$ cat src/rtl/tempo_ctl_if.sv
// Transport bundle between the button/sequencer side and tempo_ctl.
// master drives buttons and song_done; slave (tempo_ctl) drives the tempo outputs.
interface tempo_ctl_if #(
    parameter int DIV_WIDTH = 17
);
    logic                 btn_play;
    logic                 btn_faster;
    logic                 btn_slower;
    logic                 song_done;
    logic                 tempo;
    logic                 restart;
    logic                 playing;
    logic [DIV_WIDTH-1:0] div_now;

    modport master (
        output btn_play, btn_faster, btn_slower, song_done,
        input  tempo, restart, playing, div_now
    );

    modport slave (
        input  btn_play, btn_faster, btn_slower, song_done,
        output tempo, restart, playing, div_now
    );
endinterface

$ cat src/rtl/tempo_ctl.sv
// Tempo divider and debounced play/faster/slower transport for the buzzer song player.
// Define TEMPO_CTL_LOOP_EN to restart the song on song_done instead of stopping.
module tempo_ctl #(
    parameter int DIV_WIDTH  = 17,
    parameter int BASE_DIV   = 65000,
    parameter int STEP_DIV   = 4000,
    parameter int MIN_DIV    = 33000,
    parameter int MAX_DIV    = 130000,
    parameter int DEB_CYCLES = 20800
) (
    input  logic        clk,
    input  logic        rst_n,
    tempo_ctl_if.slave  bus
);
    localparam int CW = $clog2(DEB_CYCLES + 1);
    localparam logic [CW-1:0]        CNT_LAST = CW'(DEB_CYCLES - 1);
    localparam logic [DIV_WIDTH-1:0] BASE_V   = DIV_WIDTH'(BASE_DIV);
    localparam logic [DIV_WIDTH-1:0] STEP_V   = DIV_WIDTH'(STEP_DIV);
    localparam logic [DIV_WIDTH-1:0] MIN_V    = DIV_WIDTH'(MIN_DIV);
    localparam logic [DIV_WIDTH-1:0] MAX_V    = DIV_WIDTH'(MAX_DIV);
    localparam logic [DIV_WIDTH-1:0] LO_LIM   = DIV_WIDTH'(MIN_DIV + STEP_DIV);
    localparam logic [DIV_WIDTH-1:0] HI_LIM   = DIV_WIDTH'(MAX_DIV - STEP_DIV);

    typedef enum logic [1:0] {ST_STOP, ST_PLAY, ST_PAUSE} state_t;

    // Button index: 0 play, 1 faster, 2 slower.
    logic [2:0]    raw;
    logic [2:0]    s1_q, s1_d, s2_q, s2_d;
    logic [2:0]    deb_q, deb_d, last_q, last_d, press_q, press_d;
    logic [CW-1:0] cnt_q [3];
    logic [CW-1:0] cnt_d [3];

    state_t               state_q, state_d;
    logic [DIV_WIDTH-1:0] phase_q, phase_d;
    logic [DIV_WIDTH-1:0] div_q, div_d;
    logic                 tempo_q, tempo_d;
    logic                 restart_q, restart_d;
    logic                 playing_q, playing_d;

    assign raw = {bus.btn_slower, bus.btn_faster, bus.btn_play};

    always_comb begin
        s1_d    = raw;
        s2_d    = s1_q;
        last_d  = deb_q;
        press_d = deb_q & ~last_q;
        deb_d   = deb_q;
        for (int unsigned i = 0; i < 3; i++) begin
            cnt_d[i] = '0;
            // Count consecutive samples disagreeing with the accepted level.
            if (s2_q[i] != deb_q[i]) begin
                if (cnt_q[i] == CNT_LAST) begin
                    deb_d[i] = s2_q[i];
                end else begin
                    cnt_d[i] = cnt_q[i] + 1'b1;
                end
            end
        end
    end

    always_comb begin
        div_d = div_q;
        if (press_q[1] && !press_q[2]) begin
            div_d = (div_q >= LO_LIM) ? div_q - STEP_V : MIN_V;
        end else if (press_q[2] && !press_q[1]) begin
            div_d = (div_q <= HI_LIM) ? div_q + STEP_V : MAX_V;
        end
    end

    always_comb begin
        state_d   = state_q;
        phase_d   = phase_q;
        restart_d = 1'b0;
        case (state_q)
            ST_STOP: begin
                phase_d = '0;
                if (press_q[0]) begin
                    state_d   = ST_PLAY;
                    restart_d = 1'b1;
                end
            end
            ST_PLAY: begin
                if (bus.song_done) begin
                    phase_d = '0;
`ifdef TEMPO_CTL_LOOP_EN
                    restart_d = 1'b1;
`else
                    state_d = ST_STOP;
`endif
                end else if (press_q[0]) begin
                    state_d = ST_PAUSE;
                end else if (phase_q >= div_d - 1'b1) begin
                    // Compared against the updated period so a shrink never overruns.
                    phase_d = '0;
                end else begin
                    phase_d = phase_q + 1'b1;
                end
            end
            ST_PAUSE: begin
                if (press_q[0]) begin
                    state_d = ST_PLAY;
                end
            end
            default: state_d = ST_STOP;
        endcase

        case (state_d)
            ST_STOP:  tempo_d = 1'b0;
            ST_PAUSE: tempo_d = tempo_q;
            default:  tempo_d = (phase_d >= (div_d >> 1));
        endcase
        playing_d = (state_d == ST_PLAY);
    end

    always_ff @(posedge clk or negedge rst_n) begin
        if (!rst_n) begin
            s1_q      <= '0;
            s2_q      <= '0;
            deb_q     <= '0;
            last_q    <= '0;
            press_q   <= '0;
            for (int unsigned i = 0; i < 3; i++) begin
                cnt_q[i] <= '0;
            end
            state_q   <= ST_STOP;
            phase_q   <= '0;
            div_q     <= BASE_V;
            tempo_q   <= 1'b0;
            restart_q <= 1'b0;
            playing_q <= 1'b0;
        end else begin
            s1_q      <= s1_d;
            s2_q      <= s2_d;
            deb_q     <= deb_d;
            last_q    <= last_d;
            press_q   <= press_d;
            for (int unsigned i = 0; i < 3; i++) begin
                cnt_q[i] <= cnt_d[i];
            end
            state_q   <= state_d;
            phase_q   <= phase_d;
            div_q     <= div_d;
            tempo_q   <= tempo_d;
            restart_q <= restart_d;
            playing_q <= playing_d;
        end
    end

    assign bus.tempo   = tempo_q;
    assign bus.restart = restart_q;
    assign bus.playing = playing_q;
    assign bus.div_now = div_q;
endmodule

$ cat src/flat_wrapper.sv
// flat-port wrapper written by rule: the top's interface ports become plain ports
module tempo_ctl_flat 
#(
    parameter int DIV_WIDTH  = 17,
    parameter int BASE_DIV   = 65000,
    parameter int STEP_DIV   = 4000,
    parameter int MIN_DIV    = 33000,
    parameter int MAX_DIV    = 130000,
    parameter int DEB_CYCLES = 20800
)
  (clk, rst_n, bus_btn_play, bus_btn_faster, bus_btn_slower, bus_song_done, bus_tempo, bus_restart, bus_playing, bus_div_now);
  tempo_ctl_if #(.DIV_WIDTH(DIV_WIDTH)) bus_i ();
  input  logic clk;
  input  logic rst_n;
  input wire logic [$bits(bus_i.btn_play)-1:0] bus_btn_play;
  input wire logic [$bits(bus_i.btn_faster)-1:0] bus_btn_faster;
  input wire logic [$bits(bus_i.btn_slower)-1:0] bus_btn_slower;
  input wire logic [$bits(bus_i.song_done)-1:0] bus_song_done;
  output wire logic [$bits(bus_i.tempo)-1:0] bus_tempo;
  output wire logic [$bits(bus_i.restart)-1:0] bus_restart;
  output wire logic [$bits(bus_i.playing)-1:0] bus_playing;
  output wire logic [$bits(bus_i.div_now)-1:0] bus_div_now;
  assign bus_i.btn_play = bus_btn_play;
  assign bus_i.btn_faster = bus_btn_faster;
  assign bus_i.btn_slower = bus_btn_slower;
  assign bus_i.song_done = bus_song_done;
  assign bus_tempo = bus_i.tempo;
  assign bus_restart = bus_i.restart;
  assign bus_playing = bus_i.playing;
  assign bus_div_now = bus_i.div_now;
  tempo_ctl #(.DIV_WIDTH(DIV_WIDTH), .BASE_DIV(BASE_DIV), .STEP_DIV(STEP_DIV), .MIN_DIV(MIN_DIV), .MAX_DIV(MAX_DIV), .DEB_CYCLES(DEB_CYCLES)) u_core (.clk(clk), .rst_n(rst_n), .bus(bus_i));
endmodule
$ cat config.mk
export PLATFORM = sky130hd
export DESIGN_NAME = tempo_ctl_flat
export DESIGN_NICKNAME = d
export VERILOG_FILES = /design/src/rtl/tempo_ctl_if.sv /design/src/rtl/tempo_ctl.sv /design/src/flat_wrapper.sv
export SDC_FILE = /design/constraint.sdc
export NUM_CORES = 1
export LEC_CHECK = 0
export BUFFER_PORTS_ARGS = -buffer_cell sky130_fd_sc_hd__buf_2
export CAP_MARGIN = 10
export CORE_UTILIZATION = 50
export DETAILED_ROUTE_END_ITERATION = 12
export GPL_TIMING_DRIVEN = 0
export PLACE_DENSITY = 0.67
export SLEW_MARGIN = 30
export SYNTH_ARGS = -nofsm -noshare
export SYNTH_HDL_FRONTEND = slang
export SYNTH_SLANG_ARGS = --single-unit
export TNS_END_PERCENT = 50
$ cat constraint.sdc
create_clock -name clk -period 6.9 [get_ports clk]
set_input_delay 1.38 -clock clk [delete_from_list [all_inputs] [get_ports clk]]
set_output_delay 1.38 -clock clk [all_outputs]
set_load 0.01 [all_outputs]
# ---- Word level (Yosys, flattened, before mapping)
# Index checks and enable logic that the tools add are counted.
dict set report totals {
  reg_bits 99
  inputBits 6
}
dict set report op_classes {
  magnitude_cmp 4
  n_addsub 7
  eq_ne 10
  n_reduce_logical 10
  muxes 21
  bitwise_logic 2
}
# cell n
set ops {}
lappend ops {{2-to-1 mux 17 bit} 7}
lappend ops {{2-to-1 mux 15 bit} 6}
lappend ops {{adder 15 x 1 -> 15 bit (second input constant)} 3}
lappend ops {{equality test 15 bit (second input constant)} 3}
lappend ops {{case mux 17 bit (2 select lines)} 1}
lappend ops {{adder 17 x 1 -> 17 bit (second input constant)} 1}
lappend ops {{adder 17 x 12 -> 17 bit (second input constant)} 1}
lappend ops {{greater-or-equal comparator 17 x 16 -> 1 bit} 1}
lappend ops {{greater-or-equal comparator 17 x 16 -> 1 bit (second input constant)} 1}
lappend ops {{greater-or-equal comparator 17 bit} 1}
lappend ops {{less-or-equal comparator 17 bit (second input constant)} 1}
lappend ops {{subtractor 17 x 1 -> 17 bit (second input constant)} 1}
lappend ops {{subtractor 17 x 12 -> 17 bit (second input constant)} 1}
lappend ops {{2-to-1 mux 2 bit} 3}
lappend ops {{AND reduction 2 bit} 3}
lappend ops {{equality test 2 x 1 -> 1 bit (second input constant)} 2}
lappend ops {{equality test 2 bit (second input constant)} 2}
lappend ops {{zero test 2 bit} 2}
lappend ops {{case mux 2 bit (2 select lines)} 1}
lappend ops {{AND 3 bit} 1}
lappend ops {{inequality test 1 bit} 3}
lappend ops {{NOT 3 bit} 1}
lappend ops {{logical AND 1 bit} 2}
lappend ops {{zero test 1 bit} 2}
lappend ops {{3 further kinds} 4}

# ---- Longest topological paths before layout
# Gate-level depths: netlist of run 1.
dict set report logic_depth {
  ltp_word 12
  depth_mapped 33
}

# ---- Worst setup path before layout of run 1
# OpenSTA, ideal clock, no wires.
dict set report synth_timing {
  path_type {register to register}
  start {register u_core.div_q[5], in the netlist u_core.bus.div_now[5]}
  end {register u_core.tempo_q, in the netlist u_core.bus.tempo}
  period_less_slack_ns 6.332
  arrival_ns 6.193
  slack_ns 0.568
  setup_time_ns 0.138
  required_ns 6.762
  stages_incl_launch_ff 31
  cell_sequence {dfstp_2 > clkbuf_1 > inv_1 > ha_1 > o211ai_1 > nand4_1 > a21oi_1 > nor2_1 > nand2_1 > ha_1 > nand2_1 > a31oi_1 > o2111ai_1 > nor3_1 > nand2_1 > xnor2_1 > ha_1 > nand4_1 > nor3_1 > a221o_1 > a2111oi_0 > clkbuf_1 > buf_2 > a21oi_1 > a31oi_1 > ha_1 > a211oi_1 > a31oi_1 > o41a_1 > o21ai_0 > a41oi_1}
}
dict set report synth_via {
  elab_chain_len 12
  word_cells_on_any_way 16
}
# item line_no
set synth_lines {}
lappend synth_lines {{start, declared} tempo_ctl.sv:35} ;# logic [DIV_WIDTH-1:0] div_q, div_d;
lappend synth_lines {{start signal, assigned} tempo_ctl.sv:142} ;# div_q <= div_d;
lappend synth_lines {{adder 17 x 12 -> 17 bit or less-or-equal comparator 17 bit (tied branches)} tempo_ctl.sv:66} ;# div_d = (div_q <= HI_LIM) ? div_q + STEP_V : MAX_V;
lappend synth_lines {{2-to-1 mux 17 bit} tempo_ctl.sv:66}
lappend synth_lines {{2-to-1 mux 17 bit} tempo_ctl.sv:65} ;# end else if (press_q[2] && !press_q[1]) begin
lappend synth_lines {{2-to-1 mux 17 bit (*)} tempo_ctl.sv:63} ;# if (press_q[1] && !press_q[2]) begin
lappend synth_lines {{subtractor 17 x 1 -> 17 bit (*)} tempo_ctl.sv:92} ;# end else if (phase_q >= div_d - 1'b1) begin
lappend synth_lines {{greater-or-equal comparator 17 bit (*)} tempo_ctl.sv:92}
lappend synth_lines {{2-to-1 mux 17 bit (*)} tempo_ctl.sv:92}
lappend synth_lines {{2-to-1 mux 17 bit (*)} tempo_ctl.sv:90} ;# end else if (press_q[0]) begin
lappend synth_lines {{2-to-1 mux 17 bit (*)} tempo_ctl.sv:83} ;# if (bus.song_done) begin
lappend synth_lines {{case mux 17 bit (2 select lines) (*)} tempo_ctl.sv:74} ;# case (state_q)
lappend synth_lines {{net u_core.phase_d[6]} tempo_ctl.sv:34} ;# logic [DIV_WIDTH-1:0] phase_q, phase_d;
lappend synth_lines {{greater-or-equal comparator 17 x 16 -> 1 bit (*)} tempo_ctl.sv:110} ;# default: tempo_d = (phase_d >= (div_d >> 1));
lappend synth_lines {{case mux 1 bit (2 select lines) (*)} tempo_ctl.sv:107} ;# case (state_d)
lappend synth_lines {{end signal, assigned} tempo_ctl.sv:143} ;# tempo_q <= tempo_d;
lappend synth_lines {{end, declared} tempo_ctl.sv:36} ;# logic tempo_q, tempo_d;
# Mark *: on every way through the listed nets, which the timed path passes. The rest lies on a longest branch.
# A chain may end at the register's enable or synchronous reset.

# ---- Final worst setup path of run 1
dict set report layout_timing {
  start {register u_core.div_q[5], in the netlist u_core.bus.div_now[5]}
  end {register u_core.tempo_q, in the netlist u_core.bus.tempo}
}
dict set report layout_via {
  elab_chain_len 12
  word_cells_on_any_way 16
}
# item line_no
set layout_lines {}
lappend layout_lines {{adder 17 x 12 -> 17 bit or less-or-equal comparator 17 bit (tied branches)} tempo_ctl.sv:66}
lappend layout_lines {{2-to-1 mux 17 bit} tempo_ctl.sv:66}
lappend layout_lines {{2-to-1 mux 17 bit} tempo_ctl.sv:65}
lappend layout_lines {{2-to-1 mux 17 bit (*)} tempo_ctl.sv:63}
lappend layout_lines {{net u_core.div_d[6]} tempo_ctl.sv:35}
lappend layout_lines {{subtractor 17 x 1 -> 17 bit (*)} tempo_ctl.sv:92}
lappend layout_lines {{greater-or-equal comparator 17 bit (*)} tempo_ctl.sv:92}
lappend layout_lines {{2-to-1 mux 17 bit (*)} tempo_ctl.sv:92}
lappend layout_lines {{2-to-1 mux 17 bit (*)} tempo_ctl.sv:90}
lappend layout_lines {{2-to-1 mux 17 bit (*)} tempo_ctl.sv:83}
lappend layout_lines {{case mux 17 bit (2 select lines) (*)} tempo_ctl.sv:74}
lappend layout_lines {{net u_core.phase_d[9]} tempo_ctl.sv:34}
lappend layout_lines {{greater-or-equal comparator 17 x 16 -> 1 bit (*)} tempo_ctl.sv:110}
lappend layout_lines {{case mux 1 bit (2 select lines) (*)} tempo_ctl.sv:107}
# Marks and branches as above.

==> metrics.md, run 1 <==
| Metric | Value |
|---|---|
| Clock buffer count from CTS | `9` |
| Via count | `5036` |
| Multi-input logic area | `3560 µm²` |
| Worst path slowest cell | `or4b_1` |
| Clock latency on the worst-skew pair | `340 ps` |
| Max stage delay on crit path | `580 ps` |
| Final period utilization | `0.945` |
| Setup slack, reg-to-reg | `380 ps` |
| Starting DRC count in detailed routing | `266` |
| Final Hold Fails | `0` |
| WP data arrival | `6730 ps` |
| Final Skew | `7.01 ps` |
| Port Buffer Count | `25` |
| Remaining routing DRC violations | `0` |
| Synth Register Bits | `99` |
| P_leak | `0.00333 µW` |
| Post-DP HPWL | `10200 µm` |
| Status | `finished, final reports clean` |
| Register area share after synthesis | `0.402` |
| Post-route setup TNS | `0 ps` |
| Non-filler cells, final | `884` |
| Mean Syn Cell Area | `9.27 µm²` |
| Drt pass-1 iters | `4` |
| Crit path capture type | `flop` |
| Critical Path RT | `7110 ps` |
| Clock Path Buffers | `2` |
| Final setup vio count | `0` |
| Die Area | `12800 µm²` |
| IO Count | `26` |
| Post-CTS Hold Buffers | `0` |
| Final worst slack | `381 ps` |
| Total track usage | `0.234` |
| Post-Syn Area | `6200 µm²` |
| Buf/Inv on CP | `6` |
| Post-DP Area | `6570 µm²` |
| Max Fclk | `153 MHz` |
| Row count | `40` |
| # fillers | `1044` |
| Die H | `113 µm` |
| Syn-to-layout area delta | `13.6%` |
| Die W | `113 µm` |
| Warnings from Yosys | `0` |
| First-pass GRT wire length | `23800 µm` |
| Cell total after placement | `863` |
| Total power | `1130 µW` |
| PD cells | `161 nW/µm²` |
| Critical-path maximum fanout | `10` |
| Remaining Overflow, GRT | `0` |
| Clock slew at reported path FFs | `70 ps` |
| Relative slew slack | `0.538` |
| VDD IR max | `147 µV` |
| Number of max-cap violations | `0` |
| Ant diodes | `0` |
| H-tree depth | `3` |
| Final instance area | `7050 µm²` |
| Final WL | `13900 µm` |
| Sequential standard cell area | `2490 µm²` |
| Max-slew violation count | `0` |
| Core ar. | `12100 µm²` |
| Remaining antenna violation count | `0` |
| RSZ-0062 raised after global routing | `false` |
| CTS Sinks | `99` |
| Syn nets | `717` |
| Hold Crit Class | `reg -> reg` |
| Initial antenna violation count | `0` |
| Vias in the first global route | `5013` |
| Post-synth EDFFs | `0` |
| Starting Density | `0.514` |
| Main flop type after synthesis | `dfrtp_1` |
| Fin crit period | `6520 ps` |
| CTS tree | `built` |
| Worst-margin pin slew | `692 ps` |
| Largest net degree at the start of global routing | `58` |
| Syn Inst Count | `669` |
| CP delay by family, top | `simple AND/OR/NAND/NOR gates` |
| Pre-CTS WS | `-1050 ps` |
| Most used cell, CP | `ha_1` |
| Clk root buf | `clkbuf_16` |
| Vias per cell | `5.70` |
| Final #Nets | `759` |
| FFs w/ async S/R, synth | `1.00` |
| Share of layout cells above drive strength 1 | `0.159` |
| Netlist cell types | `72` |
| GPL Wtd Cong | `0.885` |
| Critical path type | `reg -> reg` |
| Routed wire per std cell | `15.7 µm` |
| CP startpoint kind | `flop` |
state kept, by name, indices dropped and copies added, names as in the netlist:
signal and flops:
u_core.phase_q 17, u_core.s2_q 3, u_core.bus.playing 1, u_core.bus.tempo 1
u_core.bus.restart 1, u_core.bus.div_now 17, u_core.deb_q 3, u_core.state_q 2
u_core.s1_q 3, u_core.press_q 3, u_core.cnt_q 45, u_core.last_q 3
area by class of cell:
cell class                      instances  share of cell area
Multi-Input combinational cell        505               0.506
Sequential cell                        99               0.354
Clock buffer                           10              0.0325
Tap cell                              168              0.0298
Timing Repair Buffer                   31              0.0279
Buffer                                 30              0.0215
Inverter                               35              0.0186
Clock inverter                          6              0.0101
per-layer routing:
metal | share of wire | vias to the layer above | global-route usage | wire (µm)
met5 | 0 | - | 0 | 0
met4 | 0.023 | 0 | 0.0825 | 318
met3 | 0.044 | 26 | 0.0477 | 609
met2 | 0.47 | 124 | 0.379 | 6590
met1 | 0.46 | 2431 | 0.311 | 6390
li1 | - | 2455 | - | -
through the flow:
stage | util | hold WS, ps
floorplan | - | 331
global placement | 0.542 | 334
detailed placement | 0.545 | 342
CTS | 0.574 | 360
global route | 0.584 | 362
finish | 0.584 | 353
cell families (layout without fill, tap and decap cells):
group | Yosys count | in the layout | synth area share
xor+xnor | 64 | 64 | 0.0904
compound gates | 115 | 115 | 0.132
simple gates | 276 | 276 | 0.234
mux | 8 | 8 | 0.0135
buf+inv | 65 | 112 | 0.0434
flops | 99 | 99 | 0.402
fa+ha+maj | 42 | 42 | 0.0848
worst paths after layout:
kind | startpoint | to | depth (start not counted)
max | u_core.bus.div_now[5]$_DFF_PN1_ | u_core.bus.tempo$_DFFE_PN0P_ | 29
min | u_core.s1_q[1]$_DFF_PN0_ | u_core.s2_q[1]$_DFF_PN0_ | 0
max reg2reg | u_core.bus.div_now[5]$_DFF_PN1_ | u_core.bus.tempo$_DFFE_PN0P_ | 29
min reg2reg | u_core.s1_q[1]$_DFF_PN0_ | u_core.s2_q[1]$_DFF_PN0_ | 0
max in group asynchronous | rst_n | u_core.bus.div_now[14]$_DFF_PN1_ | 2
min in group asynchronous | rst_n | u_core.cnt_q[10]$_DFF_PN0_ | 1
synth_stat cells, drive strengths merged (4+ instances only):
cell     instances  area share
nor2b            8      0.0081
buf             12       0.011
clkbuf          18       0.011
and3            25       0.025
nor4b            5      0.0081
nand4           10       0.010
nor2            73       0.044
and4             4      0.0057
xnor2           38       0.054
a21oi           34       0.028
ha              42       0.085
or2              6      0.0061
mux2i            5      0.0081
xor2            26       0.037
a21o             7      0.0085
o31ai            4      0.0057
nand2b          11       0.011
o21ai           22       0.018
dfrtp           88        0.36
dfstp           11       0.047
o2111ai          4      0.0057
nor3            19       0.017
a31oi           15       0.015
a2111oi          4      0.0097
inv             35       0.021
nor3b            5      0.0061
nand2           50       0.030
nand3           36       0.029
nor4             9       0.011
nand3b           4      0.0048
where the power goes:
part           internal [µW]  switching [µW]  total [µW]
sequential               586            4.78         591
clock                    285             227         512
combinational           8.87            19.4        28.2
timing repair:
action / 4_1_cts / 5_1_grt
setup endpoints to repair: 1 / 1
buffers inserted: 2 / 3
gates cloned: 0 / 0
pin swaps: 1 / 4
gates resized for setup: 11 / 25
hold endpoints to repair: 0 / 0
cells in the final DEF, fill, tap and decap left out, types with 5 or more instances in the layout:
| cell | Yosys | final |
|---|---|---|
| a31oi_1 | 15 | 14 |
| and3_1 | 25 | 25 |
| nand2_1 | 50 | 49 |
| nor2b_1 | 8 | 8 |
| ha_1 | 42 | 41 |
| nand4_1 | 10 | 10 |
| nor4_1 | 7 | 7 |
| xor2_1 | 26 | 26 |
| buf_4 | 1 | 7 |
| dfstp_2 | 11 | 11 |
| a21o_1 | 7 | 7 |
| or2_2 | 5 | 5 |
| xnor2_1 | 38 | 38 |
| o21ai_0 | 22 | 20 |
| inv_1 | 34 | 34 |
| buf_2 | 10 | 32 |
| nor2_1 | 73 | 72 |
| dfrtp_1 | 88 | 88 |
| nand2b_1 | 11 | 11 |
| nand3_1 | 36 | 36 |
| clkbuf_1 | 17 | 15 |
| clkbuf_16 | 0 | 9 |
| a21oi_1 | 33 | 31 |
| nor3_1 | 17 | 15 |
No activity file was read; power rests on OpenSTA's default activity.
==> run 2: changes to the inputs <==
--- a/config.mk
+++ b/config.mk
@@ -7,10 +7,10 @@
 export LEC_CHECK = 0
 export BUFFER_PORTS_ARGS = -buffer_cell sky130_fd_sc_hd__buf_2
 export CAP_MARGIN = 10
-export CORE_UTILIZATION = 50
+export CORE_UTILIZATION = 45
+export CTS_BUF_LIST = sky130_fd_sc_hd__clkbuf_8 sky130_fd_sc_hd__clkbuf_16
 export DETAILED_ROUTE_END_ITERATION = 12
 export GPL_TIMING_DRIVEN = 0
-export PLACE_DENSITY = 0.67
 export SLEW_MARGIN = 30
 export SYNTH_ARGS = -nofsm -noshare
 export SYNTH_HDL_FRONTEND = slang
==> run 2 against run 1 <==
Effect of this change: fmax decreased by 0.51%; first-iteration DRC count is 1.1% lower; count of clock-buffer cells in the layout decreased by 1; via count fell by 1.2%; sequential power hardly changed; clock power decreased by 7.4%; total power down 3.4%; sequential cell count unchanged; largest power group unchanged; critical endpoint unchanged; global-route usage is 1.9 points lower; cell area up 0.32%; critical path type unchanged; die area grew 11%.
==> metrics.md, run 2 (synthesis gave the netlist of run 1 again) <==
| Metric | Value |
|---|---|
| Vias in the first global route | `4975` |
| PD cells | `155 nW/µm²` |
| Share of layout cells above drive strength 1 | `0.163` |
| Most frequent cells in the layout | `88 x dfrtp_1, 72 x nor2_1, 50 x nand2_1` |
| Ant diodes | `0` |
| Final #Nets | `761` |
| Worst path slowest cell | `dfstp_2` |
| Critical path type | `reg -> reg` |
| Total power | `1090 µW` |
| GPL Wtd Cong | `0.873` |
| Sw frac | `0.230` |
| Initial antenna violation count | `0` |
| Relative slew slack | `0.558` |
| Worst-margin pin slew | `661 ps` |
| Die H | `119 µm` |
| Remaining Overflow, GRT | `0` |
| Worst hold slack | `355 ps` |
| Buf/Inv on CP | `5` |
| Row count | `42` |
| CTS Sinks | `99` |
| CP delay by family, top | `compound AO/OA/AOI/OAI gates` |
| Largest net degree at the start of global routing | `63` |
| First-pass GRT wire length | `24300 µm` |
| CP startpoint kind | `flop` |
| Vias per cell | `5.57` |
| Status | `finished, final reports clean` |
| Critical Path RT | `7110 ps` |
| WP data arrival | `6770 ps` |
| P_leak | `0.00337 µW` |
| Leading cell type in the layout, fill and taps excluded | `dfrtp_1` |
| Clk root buf | `clkbuf_16` |
| Flop pwr share | `0.541` |
| Core ar. | `13300 µm²` |
| Clock slew at reported path FFs | `70 ps` |
| H-tree depth | `3` |
| Multi-input logic area | `3590 µm²` |
| Remaining antenna violation count | `0` |
| Starting Density | `0.464` |
| Remaining routing DRC violations | `0` |
| Crit path capture type | `flop` |
| Final Hold Fails | `0` |
| Max stage delay on crit path | `560 ps` |
| Clk network pwr share | `0.434` |
| Hold Crit Class | `reg -> reg` |
| Final instance area | `7070 µm²` |
| Logic pwr share | `0.025` |
| Clock Path Buffers | `2` |
| Reg with most FFs | `u_core.cnt_q` |
| Final Skew | `7.37 ps` |
| Fin crit period | `6550 ps` |
| Number of max-cap violations | `0` |
| Final setup vio count | `0` |
| Die Area | `14300 µm²` |
| Total track usage | `0.215` |
| Internal Power | `842 µW` |
| Clock buffer count from CTS | `9` |
| # fillers | `1279` |
| Starting DRC count in detailed routing | `263` |
| Post-DP Area | `6570 µm²` |
| Die W | `119 µm` |
| Post-DP HPWL | `10600 µm` |
| Max Fclk | `153 MHz` |
| IO Count | `26` |
| Psw | `252 µW` |
| Syn-to-layout area delta | `14.0%` |
| Post-CTS Hold Buffers | `0` |
| Max-slew violation count | `0` |
| Via count | `4978` |
| Sequential standard cell area | `2490 µm²` |
| CTS tree | `built` |
| VDD IR max | `126 µV` |
| Critical-path maximum fanout | `10` |
| Final period utilization | `0.950` |
| Max reg flops | `45` |
| Port Buffer Count | `25` |
| Drt pass-1 iters | `4` |
| Routed wire per std cell | `16.0 µm` |
| Post-route setup TNS | `0 ps` |
| Clock latency on the worst-skew pair | `350 ps` |
| Final WL | `14300 µm` |
## run 2: cell types whose count changed in the layout (fill, tap and decap cells not counted), sizes merged
cell / previous run / this run
buf: 42 / 45
bufinv: 1 / 0
clkbuf: 29 / 27
clkinv: 0 / 2
## run 2: power groups by stage
stage	combinational (µW)	sequential, µW	clock (µW)
finish	27.9	591	474
CTS	29.2	591	491
floorplan	11.6	601	0
global placement	26.9	602	0
global route	33.5	592	513
detailed placement	29.2	602	0
## run 2: final cells by class
type | instances | share of cell area
multi-input combinational | 505 | 0.508
inverter | 35 | 0.0186
tap | 176 | 0.0312
clock buffer | 9 | 0.0319
clock inverter | 7 | 0.00743
timing repair buffer | 33 | 0.0289
sequential | 99 | 0.352
buffer | 30 | 0.0218
## run 2: final timing paths
check                                                    end  cells past startpoint                            start  slack, ps
max in group asynchronous       u_core.phase_q[14]$_DFF_PN0_                      2                            rst_n       5280
worst min register to register      u_core.s2_q[0]$_DFF_PN0_                      0         u_core.s1_q[0]$_DFF_PN0_        350
worst max register to register  u_core.bus.tempo$_DFFE_PN0P_                     32  u_core.bus.div_now[5]$_DFF_PN1_        350
worst max-delay path            u_core.bus.tempo$_DFFE_PN0P_                     32  u_core.bus.div_now[5]$_DFF_PN1_        350
min in group asynchronous          u_core.cnt_q[3]$_DFF_PN0_                      1                            rst_n       1010
worst min-delay path                u_core.s2_q[0]$_DFF_PN0_                      0         u_core.s1_q[0]$_DFF_PN0_        350
## run 2: routing by layer
metal	track usage	wire, µm	up-vias
met1	0.279	6560	2405
met2	0.355	6800	105
met3	0.0465	673	21
met5	0	0	-
li1	-	-	2447
met4	0.0695	279	0
## run 2: timing repair
action                                  in CTS  in global routing
pin swaps                                    1                  5
gates resized for setup                     13                 29
buffers inserted                             2                  5
endpoints found under the setup margin       1                  1
## run 2: worst reg2reg max path: cells and delay by family (launching register included)
family / cells / cell delay, ps
xor gates and xnor gates: 1 / 200
DFF: 1 / 560
adders and majority gates: 4 / 970
muxes: 1 / 220
buffers and inverters: 5 / 800
AOI/OAI and AO/OA: 12 / 2630
and+or+nand+nor: 9 / 1050
## run 2: through the flow
stage | utilization | setup slack [ps] | std cells
after floorplan | - | 568 | 669
final | 0.530 | 348 | 894
after global placement | 0.490 | -978 | 870
after detailed placement | 0.492 | -1020 | 871
after global routing | 0.530 | -78.2 | 894
after CTS | 0.518 | 77.0 | 889
